File: config.mk
export PLATFORM = sky130hd
export DESIGN_NAME = alu_issue_sched_flat
export DESIGN_NICKNAME = d
export VERILOG_FILES = /design/src/rtl/alu_issue_sched_if.sv /design/src/rtl/alu_issue_sched.sv /design/src/flat_wrapper.sv
export SDC_FILE = /design/constraint.sdc
export NUM_CORES = 1
export LEC_CHECK = 0
export ABC_AREA = 0
export BUFFER_PORTS_ARGS = -buffer_cell sky130_fd_sc_hd__buf_2
export CAP_MARGIN = 5
export CELL_PAD_IN_SITES_DETAIL_PLACEMENT = 1
export CELL_PAD_IN_SITES_GLOBAL_PLACEMENT = 2
export CORE_AREA = 2 2 114 116
export DETAILED_ROUTE_END_ITERATION = 12
export DIE_AREA = 0 0 116 118
export GPL_ROUTABILITY_DRIVEN = 1
export PLACE_DENSITY_LB_ADDON = 0.15
export SKIP_CTS_REPAIR_TIMING = 1
export SYNTH_ARGS = -nofsm -noshare
export SYNTH_HDL_FRONTEND = slang
export SYNTH_SLANG_ARGS = --single-unit
File: constraint.sdc
create_clock -name clk -period 2.29 [get_ports clk]
set_clock_uncertainty 0.1 [all_clocks]
set_input_delay 0.458 -clock clk [delete_from_list [all_inputs] [get_ports clk]]
set_output_delay 0.458 -clock clk [all_outputs]
set_load 0.005 [all_outputs]
File: src/rtl/alu_issue_sched_if.sv
// Bundle between the issue scheduler and its two requesters, the drain controller and the pipeline.
// Handshake: a requester entry transfers on a rising clk edge where reqN_valid && reqN_ready; reqN_ready does not depend on reqN_valid.
interface alu_issue_sched_if #(
  parameter int CNT_W = 16
);
  logic             req0_valid;
  logic [7:0]       req0_inst;
  logic             req0_ready;
  logic             req1_valid;
  logic [7:0]       req1_inst;
  logic             req1_ready;
  logic             drain_req;
  logic             drained;
  logic [7:0]       issue_inst;
  logic             issue_valid;
  logic             issue_src;
  logic [CNT_W-1:0] issue_cnt0;
  logic [CNT_W-1:0] issue_cnt1;
  logic [1:0]       dbg_state;

  modport master (
    output req0_valid, req0_inst, req1_valid, req1_inst, drain_req,
    input  req0_ready, req1_ready, drained, issue_inst, issue_valid,
           issue_src, issue_cnt0, issue_cnt1, dbg_state
  );

  modport slave (
    input  req0_valid, req0_inst, req1_valid, req1_inst, drain_req,
    output req0_ready, req1_ready, drained, issue_inst, issue_valid,
           issue_src, issue_cnt0, issue_cnt1, dbg_state
  );
endinterface

File: src/rtl/alu_issue_sched.sv
// Two-requester round-robin issue scheduler feeding the ID/EX/WB ALU pipeline,
// with a drain/halt FSM that reports when all issued work has committed.
module alu_issue_sched #(
  parameter int FIFO_DEPTH   = 2,
  parameter int DRAIN_CYCLES = 2,
  parameter int CNT_W        = 16
) (
  input logic              clk,
  input logic              rst,
  alu_issue_sched_if.slave bus
);
  localparam int PTR_W  = $clog2(FIFO_DEPTH);
  localparam int CW     = PTR_W + 1;
  localparam int DCNT_W = $clog2(DRAIN_CYCLES) + 1;

  localparam logic [1:0] ST_RUN    = 2'd0;
  localparam logic [1:0] ST_DRAIN  = 2'd1;
  localparam logic [1:0] ST_HALTED = 2'd2;

  logic [7:0]       mem_q    [2][FIFO_DEPTH];
  logic [7:0]       mem_d    [2][FIFO_DEPTH];
  logic [PTR_W-1:0] wr_ptr_q [2];
  logic [PTR_W-1:0] wr_ptr_d [2];
  logic [PTR_W-1:0] rd_ptr_q [2];
  logic [PTR_W-1:0] rd_ptr_d [2];
  logic [CW-1:0]    count_q  [2];
  logic [CW-1:0]    count_d  [2];
  logic [CNT_W-1:0] cnt_q    [2];
  logic [CNT_W-1:0] cnt_d    [2];

  logic [1:0]        state_q, state_d;
  logic [DCNT_W-1:0] dcnt_q, dcnt_d;
  logic              last_grant_q, last_grant_d;
  logic [7:0]        issue_inst_q, issue_inst_d;
  logic              issue_valid_q, issue_valid_d;
  logic              issue_src_q, issue_src_d;
  logic              drained_q, drained_d;

  logic [1:0] req_valid;
  logic [7:0] req_inst [2];
  logic [1:0] ready;
  logic [1:0] nonempty;
  logic [1:0] push;
  logic [1:0] pop;
  logic       arb_en;
  logic       pop_any;
  logic       sel;

  assign req_valid   = {bus.req1_valid, bus.req0_valid};
  assign req_inst[0] = bus.req0_inst;
  assign req_inst[1] = bus.req1_inst;

  // Ready looks only at the stored count, so a same-cycle pop never frees a slot early.
  always_comb begin
    ready    = '0;
    nonempty = '0;
    push     = '0;
    for (int i = 0; i < 2; i++) begin
      ready[i]    = count_q[i] < CW'(FIFO_DEPTH);
      nonempty[i] = count_q[i] != '0;
      push[i]     = req_valid[i] & ready[i];
    end
  end

  always_comb begin
    arb_en  = (state_q == ST_RUN) && !bus.drain_req;
    pop_any = 1'b0;
    sel     = 1'b0;
    if (arb_en) begin
      if (nonempty[0] && nonempty[1]) begin
        pop_any = 1'b1;
        sel     = ~last_grant_q;
      end else if (nonempty[0]) begin
        pop_any = 1'b1;
        sel     = 1'b0;
      end else if (nonempty[1]) begin
        pop_any = 1'b1;
        sel     = 1'b1;
      end
    end
    pop = {pop_any & sel, pop_any & ~sel};
  end

  always_comb begin
    mem_d    = mem_q;
    wr_ptr_d = wr_ptr_q;
    rd_ptr_d = rd_ptr_q;
    count_d  = count_q;
    cnt_d    = cnt_q;
    for (int i = 0; i < 2; i++) begin
      if (push[i]) begin
        mem_d[i][wr_ptr_q[i]] = req_inst[i];
        wr_ptr_d[i]           = wr_ptr_q[i] + PTR_W'(1);
      end
      if (pop[i]) begin
        rd_ptr_d[i] = rd_ptr_q[i] + PTR_W'(1);
        cnt_d[i]    = cnt_q[i] + CNT_W'(1);
      end
      count_d[i] = count_q[i] + CW'(push[i]) - CW'(pop[i]);
    end
    issue_inst_d  = pop_any ? mem_q[sel][rd_ptr_q[sel]] : 8'h00;
    issue_valid_d = pop_any;
    issue_src_d   = pop_any & sel;
    last_grant_d  = pop_any ? sel : last_grant_q;
  end

  // DRAIN always runs its full length so the last issued instruction reaches WB.
  always_comb begin
    state_d = state_q;
    dcnt_d  = dcnt_q;
    case (state_q)
      ST_RUN: begin
        if (bus.drain_req) begin
          state_d = ST_DRAIN;
          dcnt_d  = DCNT_W'(DRAIN_CYCLES - 1);
        end
      end
      ST_DRAIN: begin
        if (dcnt_q == '0) state_d = ST_HALTED;
        else              dcnt_d  = dcnt_q - DCNT_W'(1);
      end
      ST_HALTED: begin
        if (!bus.drain_req) state_d = ST_RUN;
      end
      default: state_d = ST_RUN;
    endcase
    drained_d = (state_d == ST_HALTED);
  end

  always_ff @(posedge clk) begin
    if (rst) begin
      for (int i = 0; i < 2; i++) begin
        wr_ptr_q[i] <= '0;
        rd_ptr_q[i] <= '0;
        count_q[i]  <= '0;
        cnt_q[i]    <= '0;
      end
      state_q       <= ST_RUN;
      dcnt_q        <= '0;
      last_grant_q  <= 1'b1;
      issue_inst_q  <= 8'h00;
      issue_valid_q <= 1'b0;
      issue_src_q   <= 1'b0;
      drained_q     <= 1'b0;
    end else begin
      wr_ptr_q      <= wr_ptr_d;
      rd_ptr_q      <= rd_ptr_d;
      count_q       <= count_d;
      cnt_q         <= cnt_d;
      state_q       <= state_d;
      dcnt_q        <= dcnt_d;
      last_grant_q  <= last_grant_d;
      issue_inst_q  <= issue_inst_d;
      issue_valid_q <= issue_valid_d;
      issue_src_q   <= issue_src_d;
      drained_q     <= drained_d;
    end
  end

  // Storage needs no reset: entries are unreachable once the counts are cleared.
  always_ff @(posedge clk) begin
    mem_q <= mem_d;
  end

  assign bus.req0_ready  = ready[0];
  assign bus.req1_ready  = ready[1];
  assign bus.drained     = drained_q;
  assign bus.issue_inst  = issue_inst_q;
  assign bus.issue_valid = issue_valid_q;
  assign bus.issue_src   = issue_src_q;
  assign bus.issue_cnt0  = cnt_q[0];
  assign bus.issue_cnt1  = cnt_q[1];
  assign bus.dbg_state   = state_q;
endmodule

File: src/flat_wrapper.sv
// flat-port wrapper written by rule: the top's interface ports become plain ports
module alu_issue_sched_flat 
#(
  parameter int FIFO_DEPTH   = 2,
  parameter int DRAIN_CYCLES = 2,
  parameter int CNT_W        = 16
)
  (clk, rst, bus_req0_valid, bus_req0_inst, bus_req1_valid, bus_req1_inst, bus_drain_req, bus_req0_ready, bus_req1_ready, bus_drained, bus_issue_inst, bus_issue_valid, bus_issue_src, bus_issue_cnt0, bus_issue_cnt1, bus_dbg_state);
  alu_issue_sched_if #(.CNT_W(CNT_W)) bus_i ();
  input logic clk;
  input logic rst;
  input wire logic [$bits(bus_i.req0_valid)-1:0] bus_req0_valid;
  input wire logic [$bits(bus_i.req0_inst)-1:0] bus_req0_inst;
  input wire logic [$bits(bus_i.req1_valid)-1:0] bus_req1_valid;
  input wire logic [$bits(bus_i.req1_inst)-1:0] bus_req1_inst;
  input wire logic [$bits(bus_i.drain_req)-1:0] bus_drain_req;
  output wire logic [$bits(bus_i.req0_ready)-1:0] bus_req0_ready;
  output wire logic [$bits(bus_i.req1_ready)-1:0] bus_req1_ready;
  output wire logic [$bits(bus_i.drained)-1:0] bus_drained;
  output wire logic [$bits(bus_i.issue_inst)-1:0] bus_issue_inst;
  output wire logic [$bits(bus_i.issue_valid)-1:0] bus_issue_valid;
  output wire logic [$bits(bus_i.issue_src)-1:0] bus_issue_src;
  output wire logic [$bits(bus_i.issue_cnt0)-1:0] bus_issue_cnt0;
  output wire logic [$bits(bus_i.issue_cnt1)-1:0] bus_issue_cnt1;
  output wire logic [$bits(bus_i.dbg_state)-1:0] bus_dbg_state;
  assign bus_i.req0_valid = bus_req0_valid;
  assign bus_i.req0_inst = bus_req0_inst;
  assign bus_i.req1_valid = bus_req1_valid;
  assign bus_i.req1_inst = bus_req1_inst;
  assign bus_i.drain_req = bus_drain_req;
  assign bus_req0_ready = bus_i.req0_ready;
  assign bus_req1_ready = bus_i.req1_ready;
  assign bus_drained = bus_i.drained;
  assign bus_issue_inst = bus_i.issue_inst;
  assign bus_issue_valid = bus_i.issue_valid;
  assign bus_issue_src = bus_i.issue_src;
  assign bus_issue_cnt0 = bus_i.issue_cnt0;
  assign bus_issue_cnt1 = bus_i.issue_cnt1;
  assign bus_dbg_state = bus_i.dbg_state;
  alu_issue_sched #(.FIFO_DEPTH(FIFO_DEPTH), .DRAIN_CYCLES(DRAIN_CYCLES), .CNT_W(CNT_W)) u_core (.clk(clk), .rst(rst), .bus(bus_i));
endmodule
* After elaboration in Yosys (flattened, before gate mapping)
Cells that the tools add are included.
** Cells by class
- Multiplexer cells :: 29
- Add/sub/neg operators :: 11
- Equality and inequality tests :: 5
- Reduce and logical (&&, ||, !) cells :: 12
- Bitwise logic cells :: 11
- Divide/modulo/power cells :: 0
- $lt $le $gt $ge :: 8
- Multipliers :: 0
- Shift operators :: 0
** Operators by type and width (number)
- $mux W16 :: 3
- $mux W8 :: 5
- $add A16 B1 Y16 const B :: 2
- $bwmux W16 :: 2
- $demux W8 S1 :: 2
- $mux W1 :: 10
- $mux W2 :: 5
- $ge A2 B2 Y1 const B :: 4
- $not A1 Y2 :: 4
- $pmux W2 S3 :: 1
- $reduce_bool A2 Y1 :: 3
- $add A1 B1 Y1 const B :: 4
- $add A2 B1 Y2 :: 2
- $and A1 B1 Y1 :: 4
- $eq A2 B2 Y1 const B :: 2
- $logic_and A1 B1 Y1 :: 4
- $logic_not A2 Y1 :: 2
- $lt A2 B1 Y1 const B :: 2
- $lt A2 B2 Y1 const B :: 2
- $ne A2 B2 Y1 const B :: 2
- $pmux W2 S2 :: 1
- $sub A2 B1 Y2 :: 2
- $not A1 Y1 :: 3
- $reduce_and A3 Y1 :: 1
- 4 further kinds :: 4
** Storage, ports and cells
- Output and inout port bits :: 47
- Memories :: 0
- Register bits after elaboration :: 88
- Word-level logic and storage cells :: 95
- RAM bits :: 0
- Latch bits :: 0
- Memory bits (read-only) :: 0

* Longest topological paths before layout
Gate-level depths: netlist of the first run.
- Depth after elaboration :: 13
- Depth in mapped cells :: 12

* Worst setup path before layout of the first run
No wires, ideal clock.
- Path type :: flip-flop to flip-flop
- Start :: register u_core.state_q[1], in the netlist u_core.bus.dbg_state[1]
- End :: register u_core.count_q[3] (netlist name)
- Arrival :: 2.187 ns
- Buffers on the path :: 3
- Required time :: 2.062 ns
- Path slack :: -0.125 ns
- Stages on the path, launching flop included :: 13
- Path through :: dfxtp_1 > buf_6 > or3_1 > buf_6 > or3_1 > buf_2 > inv_1 > ha_1 > inv_1 > ha_1 > xnor2_1 > xnor2_1 > nor2_1
** Between the ends
- Cells in the longest elaborated chain, start to end :: 6
** RTL lines
- start, declared :: line alu_issue_sched.sv:31 : logic [1:0] state_q, state_d;
- start signal, assigned :: line alu_issue_sched.sv:150 : state_q <= state_d;
- $logic_not A2 Y1 (*) :: line alu_issue_sched.sv:66 : arb_en = (state_q == ST_RUN) && !bus.drain_req;
- $logic_and A1 B1 Y1 (*) :: line alu_issue_sched.sv:66
- $mux W1 :: line alu_issue_sched.sv:69 : if (arb_en) begin
- $not A1 Y1 :: line alu_issue_sched.sv:81 : pop = {pop_any & sel, pop_any & ~sel};
- $and A1 B1 Y1 (*) :: line alu_issue_sched.sv:81
- net u_core.pop[0] :: line alu_issue_sched.sv:44 : logic [1:0] pop;
- $sub A2 B1 Y2 (*) :: line alu_issue_sched.sv:99 : count_d[i] = count_q[i] + CW'(push[i]) - CW'(pop[i]);
- end signal, assigned :: line alu_issue_sched.sv:148 : count_q <= count_d;
- end, declared :: line alu_issue_sched.sv:26 : logic [CW-1:0] count_q [2];
Mark *: on every way through the listed nets, which the timed path passes. The rest lies on a longest branch.
A chain may end at the register's enable or synchronous reset.

* Worst setup path in the final report of the first run
- Start :: register u_core.state_q[1], in the netlist u_core.bus.dbg_state[1]
- End :: register u_core.cnt_q, in the netlist u_core.bus.issue_cnt1[13]
** Between the ends
- Cells in the longest elaborated chain, start to end :: 4
** RTL lines
- $logic_not A2 Y1 (*) :: line alu_issue_sched.sv:66
- $logic_and A1 B1 Y1 (*) :: line alu_issue_sched.sv:66
- $mux W1 :: line alu_issue_sched.sv:69
- $and A1 B1 Y1 (*) :: line alu_issue_sched.sv:81
- end signal, assigned :: line alu_issue_sched.sv:149 : cnt_q <= cnt_d;
- end, declared :: line alu_issue_sched.sv:28 : logic [CNT_W-1:0] cnt_q [2];
Every way passes the cells marked *; elsewhere a longest branch is shown, timed or not.

==> summary.md, run 1 <==
| Metric | Value |
|---|---|
| Number of antenna violations at the first check in global routing | 0 |
| Met2 Routed Length | 4040 um |
| Clock tree root driver cell | sky130_fd_sc_hd__clkbuf_16 |
| Fraction of layout cells with a size suffix above 1 | 0.288 |
| EDFF count, synth | 32 |
| Util after Layout | 0.379 |
| Maximum ir drop on the vdd rail | 476 uV |
| Antenna cells | 0 |
| Vertical die dimension | 118 um |
| Number of buffers inserted by port buffering | 67 |
| Total number of placement rows | 41 |
| Count of filler cells inserted in the layout | 1436 |
| WL met3 | 377 um |
| Total power density per cell area | 965 mW/mm2 |
| Category of the worst setup path capture point | flop |
| Sink count of the clock tree | 88 |
| Placer's final routability congestion estimate | 0.697 |
| Pre-Repair DR Iteration Count | 4 |
| Area growth syn-to-layout | 27.9% |
| Core region area | 0.0124 mm2 |
| Number of nets with antenna violations after detailed routing | 0 |
| Syn Nets | 369 |
| Share of synthesized flip-flops with an asynchronous set or reset | 0 |
| Post-route DRC | 0 |
| Top-area cell type share of the netlist area | 0.305 |
| Number of instances in the placed design | 587 |
| Number of distinct library cells after synthesis | 44 |
| DP HPWL | 6300 um |
| Time the final worst path needs with I/O delays and setup | 2190 ps |
| Avg Vias per Cell | 4.71 |
| Classification of the worst-slack hold path | primary input to flop |
| Data required time at the worst endpoint | 2460 ps |
| Syn Inst Count | 341 |
| Minimum setup slack in the final design | 99.2 ps |
| Leak pwr | 1.82 nW |
| Run status | complete, no violations |
| Width of the die | 116 um |
| Kind of launch point of the worst setup path | flop |
| Drt wl/cell | 14.6 um |
| Minimum setup slack after placement | -126 ps |
| Final std cells w/o fill | 603 |
| Highest attainable clock frequency | 0.456 GHz |
| Grt total ovfl | 0 |
| Netlist area before placement | 0.00368 mm2 |
| Final hold violations | 0 |
| Worst-margin pin slew | 645 ps |
| Largest fanout on the critical path | 8 |
| Synth area leaders | sky130_fd_sc_hd__dfxtp_1 30%, sky130_fd_sc_hd__edfxtp_1 26%, sky130_fd_sc_hd__a211oi_1 3.5%, sky130_fd_sc_hd__nor2_1 3.2%, sky130_fd_sc_hd__nor2b_1 2.9% |
| Wire length of the first global-routing pass | 14500 um |
| Number of buffers on the longest clock path | 2 |
| Register cell area after layout | 0.00208 mm2 |
| RSZ-0062 raised after global routing | no |
| Violation count after the first detailed-route iteration | 101 |
| Largest area contributor in the netlist | sky130_fd_sc_hd__dfxtp_1 |
| Number of CTS-inserted buffers | 9 |
| Proportion of synthesized chip area in sequential cells | 0.566 |
| Post-detailed-placement cell area | 0.00436 mm2 |
| Final net count | 454 |
| Headroom to the max-slew limit | 0.570 |
| Post-Layout Inst Area | 0.00471 mm2 |
| I/O pin count | 68 |
| Most instantiated flip-flop cell in the synthesis netlist | sky130_fd_sc_hd__dfxtp_1 |
| Register bit total from synthesis | 88 |
| Final count of negative-setup-slack endpoints | 0 |
| Vias after detailed routing | 2838 |
| Mean instance size in the synthesized netlist | 10.8 um2 |
| All-layer global routing usage | 0.137 |
| Maximum number of pins on one net before global-route repair | 34 |
| Wire length reported by the detailed router | 8780 um |
| Clock tree from TritonCTS | built |
| Effective utilization at floorplan | 0.297 |
| Combined area of the multi-input logic cells | 0.00149 mm2 |
| Sum of routed wire segments on met1 | 4260 um |
| PnR Total Power | 0.00454 W |
| Max-cap violation count | 0 |
| Die footprint | 0.0137 mm2 |
| Most frequent cell after synthesis | sky130_fd_sc_hd__dfxtp_1 |
| Highest layer used for signal routing | met4 |
| Arrival time reported for the critical path endpoint | 2360 ps |
| Warning count from the yosys run | 0 |
| Clock input transition at the sequential cells of the worst setup and hold paths | 70 ps |
| Via count of the first global-routing pass | 2831 |
| Category of the most critical setup path | flop to flop |
| Maximum level of the CTS H-tree | 3 |
| Ratio of final minimum period to clock period | 0.957 |
| Max Transition Viols Final | 0 |
| Clock latency of the later-clocked register in the worst-skew pair | 350 ps |
| Leading post-synthesis cells by instance count | 56 x sky130_fd_sc_hd__dfxtp_1, 32 x sky130_fd_sc_hd__edfxtp_1, 31 x sky130_fd_sc_hd__nor2_1 |
## layout by cell type (no fill, tap or decap), drive strengths merged, types with 2 or more instances in the layout
| cell type | netlist | routed |
|---|---|---|
| or4 | 7 | 7 |
| buf | 9 | 91 |
| a211oi | 17 | 17 |
| dfxtp | 56 | 56 |
| clkbuf | 8 | 9 |
| nor3 | 2 | 2 |
| xnor2 | 11 | 11 |
| edfxtp | 32 | 32 |
| nor2 | 31 | 31 |
| nor2b | 17 | 17 |
| inv | 15 | 18 |
| mux2 | 4 | 4 |
| o21a | 2 | 2 |
| o211ai | 3 | 3 |
| or3 | 11 | 11 |
| bufinv | 0 | 3 |
| xor2 | 7 | 7 |
| o21ai | 11 | 11 |
| nand3 | 11 | 11 |
| o31ai | 6 | 6 |
| nand2b | 3 | 3 |
| and4 | 2 | 2 |
| nand3b | 2 | 2 |
| nor4 | 5 | 5 |
| nand4 | 8 | 8 |
| nand2 | 10 | 10 |
| o21ba | 2 | 2 |
| mux2i | 9 | 9 |
| a21oi | 20 | 20 |
| and2 | 2 | 2 |
| ha | 7 | 7 |
| a31o | 2 | 2 |
## registers in the layout, indices dropped and copies added (netlist names)
name,count
u_core.count_q,4
u_core.rd_ptr_q,2
u_core.dcnt_q,2
u_core.bus.issue_inst,8
u_core.bus.issue_cnt1,16
u_core.bus.issue_cnt0,16
u_core.last_grant_q,1
u_core.bus.drained,1
u_core.bus.dbg_state,2
u_core.wr_ptr_q,2
u_core.mem_q,32
u_core.bus.issue_src,1
u_core.bus.issue_valid,1
## report_power, final
group	internal, W	switching, W	leakage [nW]
Sequential	0.00182	0.000144	0.753
Combinational	0.000395	0.000451	0.898
Clock	0.00108	0.000650	0.171
Total	0.00330	0.00124	1.82
## layer usage
metal	track usage	vias up
li1	-	1409
met1	0.186	1378
met2	0.207	42
met3	0.0463	9
met4	0.0379	0
met5	0	-
## layout make-up
cell class,instances,area share
clock inverter,7,0.0266
sequential,88,0.442
inverter,15,0.0120
clock buffer,9,0.0478
timing repair buffer,91,0.109
tap,172,0.0457
multi-input combinational,221,0.316
## final timing paths
kind / start / endpoint / slack, ps / depth (start not counted)
setup / recovery: u_core.bus.dbg_state[1] / u_core.bus.issue_cnt1[13] / 100 / 4
hold / removal: bus_req1_inst[5] / u_core.mem_q[13] / 200 / 1
setup reg to reg: u_core.bus.dbg_state[1] / u_core.bus.issue_cnt1[13] / 100 / 4
hold reg to reg: u_core.bus.issue_cnt1[15] / u_core.bus.issue_cnt1[15] / 390 / 2
## critical path, cell delays in order (launching register included)
cell	delay, ps
sky130_fd_sc_hd__dfxtp_1	320
sky130_fd_sc_hd__or4b_1	500
sky130_fd_sc_hd__or4_1	540
sky130_fd_sc_hd__or3_2	500
sky130_fd_sc_hd__a21oi_1	160
## cell families (layout without fill, tap and decap cells)
logic type      count (synthesis)  after routing  synth area share
simple gates                  115            115             0.172
flops                          88             88             0.566
compound gates                 68             68             0.120
buf+inv                        32            122            0.0384
xor+xnor                       18             18            0.0428
mux                            13             13            0.0367
fa+ha+maj                       7              7            0.0238
## through the flow
step / hold WS [ps] / TNS (ps)
final: 202 / 0
after global routing: 179 / 0
after CTS: 185 / 0
after detailed placement: 385 / -770
after global placement: 376 / -427
after floorplan: 367 / -49.0
Note: power is estimated with default switching activity, not from simulation.
==> run 2, diff against run 1 <==
==> constraint.sdc (replaced) <==
create_clock -name clk -period 2.29 [get_ports clk]
set_clock_uncertainty 0.1 [all_clocks]
set_input_delay 0.1145 -clock clk [delete_from_list [all_inputs] [get_ports clk]]
set_output_delay 0.1145 -clock clk [all_outputs]
set_load 0.005 [all_outputs]
==> summary.md, run 2 (synthesized netlist as in run 1, its figures left out) <==
| Metric | Value |
|---|---|
| Effective utilization at floorplan | 0.297 (unchanged) |
| DP HPWL | 6550 um (+4.0%) |
| Maximum number of pins on one net before global-route repair | 42 (+24%) |
| Number of nets with antenna violations after detailed routing | 0 (unchanged) |
| Antenna cells | 0 (unchanged) |
| Max-cap violation count | 0 (unchanged) |
| Clock input transition at the sequential cells of the worst setup and hold paths | 60 ps (about the same) |
| Max Transition Viols Final | 0 (unchanged) |
| RSZ-0062 raised after global routing | no |
| Wire length reported by the detailed router | 9090 um (+3.5%) |
| Data required time at the worst endpoint | 2460 ps (about the same) |
| Number of buffers on the longest clock path | 2 (unchanged) |
| Internal power | 0.00330 W (+0.16%) |
| All-layer global routing usage | 0.139 (+0.00248) |
| Number of buffers inserted by port buffering | 67 (unchanged) |
| Leak pwr | 1.86 nW (+1.9%) |
| Total number of placement rows | 41 (unchanged) |
| Category of the most critical setup path | flop to flop |
| Ratio of final minimum period to clock period | 0.936 (-0.0202) |
| Number of cells traversed by the worst hold path | 3 (+2) |
| Final net count | 465 (+2.4%) |
| Headroom to the max-slew limit | 0.483 (-0.0864) |
| Combinational power share | 0.197 (+0.011) |
| Width of the die | 116 um (unchanged) |
| Drt wl/cell | 14.8 um (+1.7%) |
| Violation count after the first detailed-route iteration | 97 (-4.0%) |
| Final count of negative-setup-slack endpoints | 0 (unchanged) |
| Number of flip-flops in the largest register | 32 (unchanged) |
| Switching part of the total power | 0.270 (-0.00369) |
| Classification of the worst-slack hold path | primary input to flop |
| Largest fanout on the critical path | 9 (+1) |
| Post-route DRC | 0 (unchanged) |
| Commonest non-fill, non-tap cell in the layout | sky130_fd_sc_hd__buf_2 |
| Grt total ovfl | 0 (unchanged) |
| Time the final worst path needs with I/O delays and setup | 2140 ps (-46.4 ps) |
| Maximum level of the CTS H-tree | 3 (unchanged) |
| Run status | complete, no violations |
| Number of CTS-inserted buffers | 9 (unchanged) |
| Maximum ir drop on the vdd rail | 467 uV (-1.9%) |
| Clock tree from TritonCTS | built |
| Pre-Repair DR Iteration Count | 4 (unchanged) |
| Number of instances in the placed design | 582 (-0.85%) |
| R2R depth | 4 (unchanged) |
| Arrival time reported for the critical path endpoint | 2320 ps (-40 ps) |
| Final std cells w/o fill | 614 (+1.8%) |
| Crit. path cell count | 4 (unchanged) |
| Count of filler cells inserted in the layout | 1436 (unchanged) |
| Total power density per cell area | 937 mW/mm2 (-2.9%) |
| I/O pin count | 68 (unchanged) |
| Clock tree root driver cell | sky130_fd_sc_hd__clkbuf_16 |
| Switching power total | 0.00122 W (-1.7%) |
| Highest attainable clock frequency | 0.466 GHz (+2.2%) |
| Number of antenna violations at the first check in global routing | 0 (unchanged) |
| Kind of cell adding the most delay to the critical path | simple AND/OR/NAND/NOR gates |
| Vertical die dimension | 118 um (unchanged) |
| Top library cells by usage in the layout, fill and taps aside | 67 x sky130_fd_sc_hd__buf_2, 55 x sky130_fd_sc_hd__dfxtp_1, 32 x sky130_fd_sc_hd__edfxtp_1 |
| Avg Vias per Cell | 4.73 (+0.60%) |
| Highest-delay cell along the critical path | sky130_fd_sc_hd__or4b_1 |
| Clock latency of the later-clocked register in the worst-skew pair | 350 ps (about the same) |
| Reg with most FFs | u_core.mem_q |
| Vias after detailed routing | 2907 (+2.4%) |
| Final hold violations | 0 (unchanged) |
| Buffers & Inverters on Critical Path | 0 (unchanged) |
| Via count of the first global-routing pass | 2852 (+0.74%) |
| Placer's final routability congestion estimate | 0.732 (+5.0%) |
| Die footprint | 0.0137 mm2 (unchanged) |
| Kind of launch point of the worst setup path | flop |
| Sink count of the clock tree | 88 (unchanged) |
| Area growth syn-to-layout | 31.3% |
| Delay of the slowest critical-path stage | 520 ps (-20 ps) |
| Fraction of layout cells with a size suffix above 1 | 0.274 (-0.0139) |
| Sequential power share | 0.431 (-0.002) |
| PnR Total Power | 0.00453 W (-0.35%) |
| Wire length of the first global-routing pass | 14600 um (+0.38%) |
| Cells along the critical path | or4b_1 > or4_4 > or4_1 > a21oi_1 |
| Worst-margin pin slew | 775 ps (+130 ps) |
| Util after Layout | 0.389 (+0.00988) |
| Category of the worst setup path capture point | flop |
| Final worst hold slack | 17.0 ps (-185 ps) |
| Aggregate negative setup slack | 0 ps (unchanged) |
| Clock network power share | 0.372 (-0.009) |
| Core region area | 0.0124 mm2 (unchanged) |
-- run 2: changes by cell type in the layout (fill, tap and decap cells not counted), sizes merged --
cell	change
dlygate4sd3	+16
buf	-5
inv	-3
clkinvlp	+2
clkinv	+1
-- run 2: routing by layer --
metal	share of wire	routed length (um)	vias up	GRT usage
met5	0	0	-	0
met4	0.014	129	0	0.0469
li1	-	-	1438	-
met3	0.039	356	9	0.0443
met2	0.46	4210	43	0.214
met1	0.48	4390	1417	0.185
-- run 2: area by class of cell --
type                    instances  area (um2)  area share
flip-flops and latches         88        2080       0.431
multi-input cells             221        1490       0.309
repair buffers                102         638       0.132
clock inverters                 7         120      0.0249
clock buffers                   9         225      0.0466
inverters                      15        56.3      0.0117
well taps                     172         215      0.0445
-- run 2: path summary, 6_finish.rpt --
kind / from / end / slack, ps
hold / removal: bus_drain_req / u_core.bus.drained / 20
hold reg to reg: u_core.bus.issue_cnt1[15] / u_core.bus.issue_cnt1[15] / 380
setup reg to reg: u_core.bus.dbg_state[1] / u_core.bus.issue_cnt1[15] / 150
setup / recovery: u_core.bus.dbg_state[1] / u_core.bus.issue_cnt1[15] / 150
-- run 2: power groups by stage --
| stage | combinational [W] | clock (W) | sequential [W] |
|---|---|---|---|
| after CTS | 0.000891 | 0.00175 | 0.00195 |
| after global placement | 0.000861 | 0 | 0.00198 |
| after detailed placement | 0.000886 | 0 | 0.00199 |
| after floorplan | 0.000584 | 0 | 0.00195 |
| final | 0.000891 | 0.00169 | 0.00195 |
| after global routing | 0.00101 | 0.00180 | 0.00198 |
-- run 2: through the flow --
| step | instance area, um2 | setup WS (ps) |
|---|---|---|
| 2_1_floorplan | 3720 | 2.62 |
| 3_3_place_gp | 4320 | 88.0 |
| 3_5_place_dp | 4320 | 50.9 |
| 4_1_cts | 4670 | 34.3 |
| 5_1_grt | 4830 | 51.2 |
| 6_report | 4830 | 146 |
-- run 2: tightest hold or removal path: cells and delay by family --
kind	cells	cell delay, ps
compound gates	1	70
buf+inv	1	130
simple gates	1	110
==> run 3, diff against run 2 <==
Settings changed: PLACE_DENSITY_LB_ADDON 0.15 to 0.25.
==> summary.md, run 3 (synthesized netlist as in run 1, its figures left out) <==
| Metric | Value |
|---|---|
| Number of antenna violations at the first check in global routing | 0 (unchanged) |
| Aggregate negative setup slack | 0 ps (unchanged) |
| Category of the most critical setup path | flop to flop |
| Largest fanout on the critical path | 9 (unchanged) |
| Fraction of layout cells with a size suffix above 1 | 0.270 (-0.00391) |
| DP HPWL | 6340 um (-3.1%) |
| Internal power | 0.00312 W (-5.6%) |
| Max-cap violation count | 0 (unchanged) |
| Switching power total | 0.00123 W (+0.26%) |
| Headroom to the max-slew limit | 0.607 (+0.123) |
| I/O pin count | 68 (unchanged) |
| Effective utilization at floorplan | 0.297 (unchanged) |
| Drt wl/cell | 14.6 um (-1.6%) |
| Maximum level of the CTS H-tree | 3 (unchanged) |
| Data required time at the worst endpoint | 2470 ps (about the same) |
| Pre-Repair DR Iteration Count | 4 (unchanged) |
| Critical Path Sink | u_core.bus.issue_cnt1[15] |
| Placer's final routability congestion estimate | 0.680 (-7.1%) |
| Wire length of the first global-routing pass | 14100 um (-3.5%) |
| R2R Path End | u_core.bus.issue_cnt1[15] |
| Width of the die | 116 um (unchanged) |
| Final std cells w/o fill | 613 (-0.16%) |
| Number of buffers on the longest clock path | 2 (unchanged) |
| Highest attainable clock frequency | 0.472 GHz (+1.2%) |
| Maximum number of pins on one net before global-route repair | 33 (-21%) |
| Final hold violations | 0 (unchanged) |
| Category of the worst setup path capture point | flop |
| Number of flip-flops in the largest register | 32 (unchanged) |
| Number of CTS-inserted buffers | 9 (unchanged) |
| Clock tree root driver cell | sky130_fd_sc_hd__clkbuf_16 |
| Switching part of the total power | 0.282 (+0.0121) |
| Total number of placement rows | 41 (unchanged) |
| Crit path from | u_core.bus.dbg_state[1] |
| Core region area | 0.0124 mm2 (unchanged) |
| Wire length reported by the detailed router | 8930 um (-1.7%) |
| Avg Vias per Cell | 4.73 (about the same) |
| Worst-margin pin slew | 589 ps (-186 ps) |
| Ratio of final minimum period to clock period | 0.925 (-0.0111) |
| Arrival time reported for the critical path endpoint | 2300 ps (-20 ps) |
| Leak pwr | 1.83 nW (-1.3%) |
| Clock tree from TritonCTS | built |
| Final net count | 464 (-0.22%) |
| Clock latency of the later-clocked register in the worst-skew pair | 340 ps (about the same) |
| All-layer global routing usage | 0.135 (-0.00450) |
| R2R depth | 4 (unchanged) |
| Kind of launch point of the worst setup path | flop |
| Combinational power share | 0.204 (+0.007) |
| Commonest non-fill, non-tap cell in the layout | sky130_fd_sc_hd__buf_2 |
| Sequential power share | 0.450 (+0.019) |
| Final count of negative-setup-slack endpoints | 0 (unchanged) |
| Clock input transition at the sequential cells of the worst setup and hold paths | 60 ps (about the same) |
| Source of the worst register-to-register timing path | u_core.bus.dbg_state[1] |
| Vias after detailed routing | 2901 (-0.21%) |
| Die footprint | 0.0137 mm2 (unchanged) |
| Max Transition Viols Final | 0 (unchanged) |
| Area growth syn-to-layout | 30.0% |
| Reg2Reg Setup Slack | 170 ps (+30 ps) |
| Vertical die dimension | 118 um (unchanged) |
| Final worst hold slack | 18.9 ps (+1.91 ps) |
| Maximum ir drop on the vdd rail | 316 uV (-32%) |
| Util after Layout | 0.385 (-0.00383) |
| Sink count of the clock tree | 88 (unchanged) |
| RSZ-0062 raised after global routing | no |
| Post-route DRC | 0 (unchanged) |
| Clock network power share | 0.345 (-0.027) |
| Number of instances in the placed design | 581 (-0.17%) |
| Time the final worst path needs with I/O delays and setup | 2120 ps (-25.4 ps) |
| Number of nets with antenna violations after detailed routing | 0 (unchanged) |
| Via count of the first global-routing pass | 2722 (-4.6%) |
| Top library cells by usage in the layout, fill and taps aside | 67 x sky130_fd_sc_hd__buf_2, 55 x sky130_fd_sc_hd__dfxtp_1, 32 x sky130_fd_sc_hd__edfxtp_1 |
| Reg with most FFs | u_core.mem_q |
| Total power density per cell area | 908 mW/mm2 (-3.1%) |
| Violation count after the first detailed-route iteration | 120 (+24%) |
| Run status | complete, no violations |
| Grt total ovfl | 0 (unchanged) |
| Antenna cells | 0 (unchanged) |
| Classification of the worst-slack hold path | primary input to flop |
| Number of buffers inserted by port buffering | 67 (unchanged) |
==> run 3: changes by cell type in the layout (fill, tap and decap cells not counted), sizes merged <==
cell,delta
bufinv,-2
clkbuf,+1
buf,-1
inv,+1
==> run 3: worst max-delay path, stage by stage, from the launching register on <==
cell and delay (ps):
sky130_fd_sc_hd__dfxtp_1 330, sky130_fd_sc_hd__or4b_1 510, sky130_fd_sc_hd__or4_4 490, sky130_fd_sc_hd__or4_1 490
sky130_fd_sc_hd__a21oi_1 140
==> run 3: cell type report <==
class | count | area (um2)
Clock buffer | 10 | 239
Inverter | 15 | 56.3
Tap cell | 172 | 215
Timing Repair Buffer | 101 | 631
Clock inverter | 6 | 66.3
Multi-Input combinational cell | 221 | 1490
Fill cell | 1428 | 7630
Sequential cell | 88 | 2080
==> run 3: stage by stage <==
step,instance area (um2),setup slack (ps),total power (W)
floorplan,3720,2.62,0.00254
global placement,4320,103,0.00283
detailed placement,4320,88.6,0.00288
CTS,4620,69.9,0.00441
global route,4780,78.2,0.00459
finish,4780,171,0.00435
==> run 3: worst min path at each step <==
| stage | start | end | slack [ps] | depth (start not counted) |
|---|---|---|---|---|
| 5_1_grt | bus_drain_req | u_core.bus.drained | 20 | 3 |
| 2_1_floorplan | bus_req1_inst[0] | u_core.mem_q[0] | 110 | 0 |
| 3_5_place_dp | bus_req1_inst[1] | u_core.mem_q[1] | 210 | 1 |
| 4_1_cts | bus_req1_inst[7] | u_core.mem_q[7] | -160 | 1 |
| 6_report | bus_drain_req | u_core.bus.drained | 20 | 3 |
| 3_3_place_gp | bus_req1_inst[6] | u_core.mem_q[6] | 200 | 1 |
==> run 3: power groups by stage <==
stage	Combinational (W)	Sequential (W)	Clock (W)
finish	0.000888	0.00196	0.00150
global route	0.000996	0.00198	0.00161
CTS	0.000888	0.00196	0.00156
detailed placement	0.000882	0.00199	0
global placement	0.000844	0.00198	0
floorplan	0.000584	0.00195	0
==> run 3: routing by layer <==
layer / GRT usage / up-vias / routed length (um)
li1: - / 1434 / -
met1: 0.180 / 1409 / 4190
met2: 0.207 / 48 / 4250
met3: 0.0366 / 10 / 333
met4: 0.0536 / 0 / 154
met5: 0 / - / 0
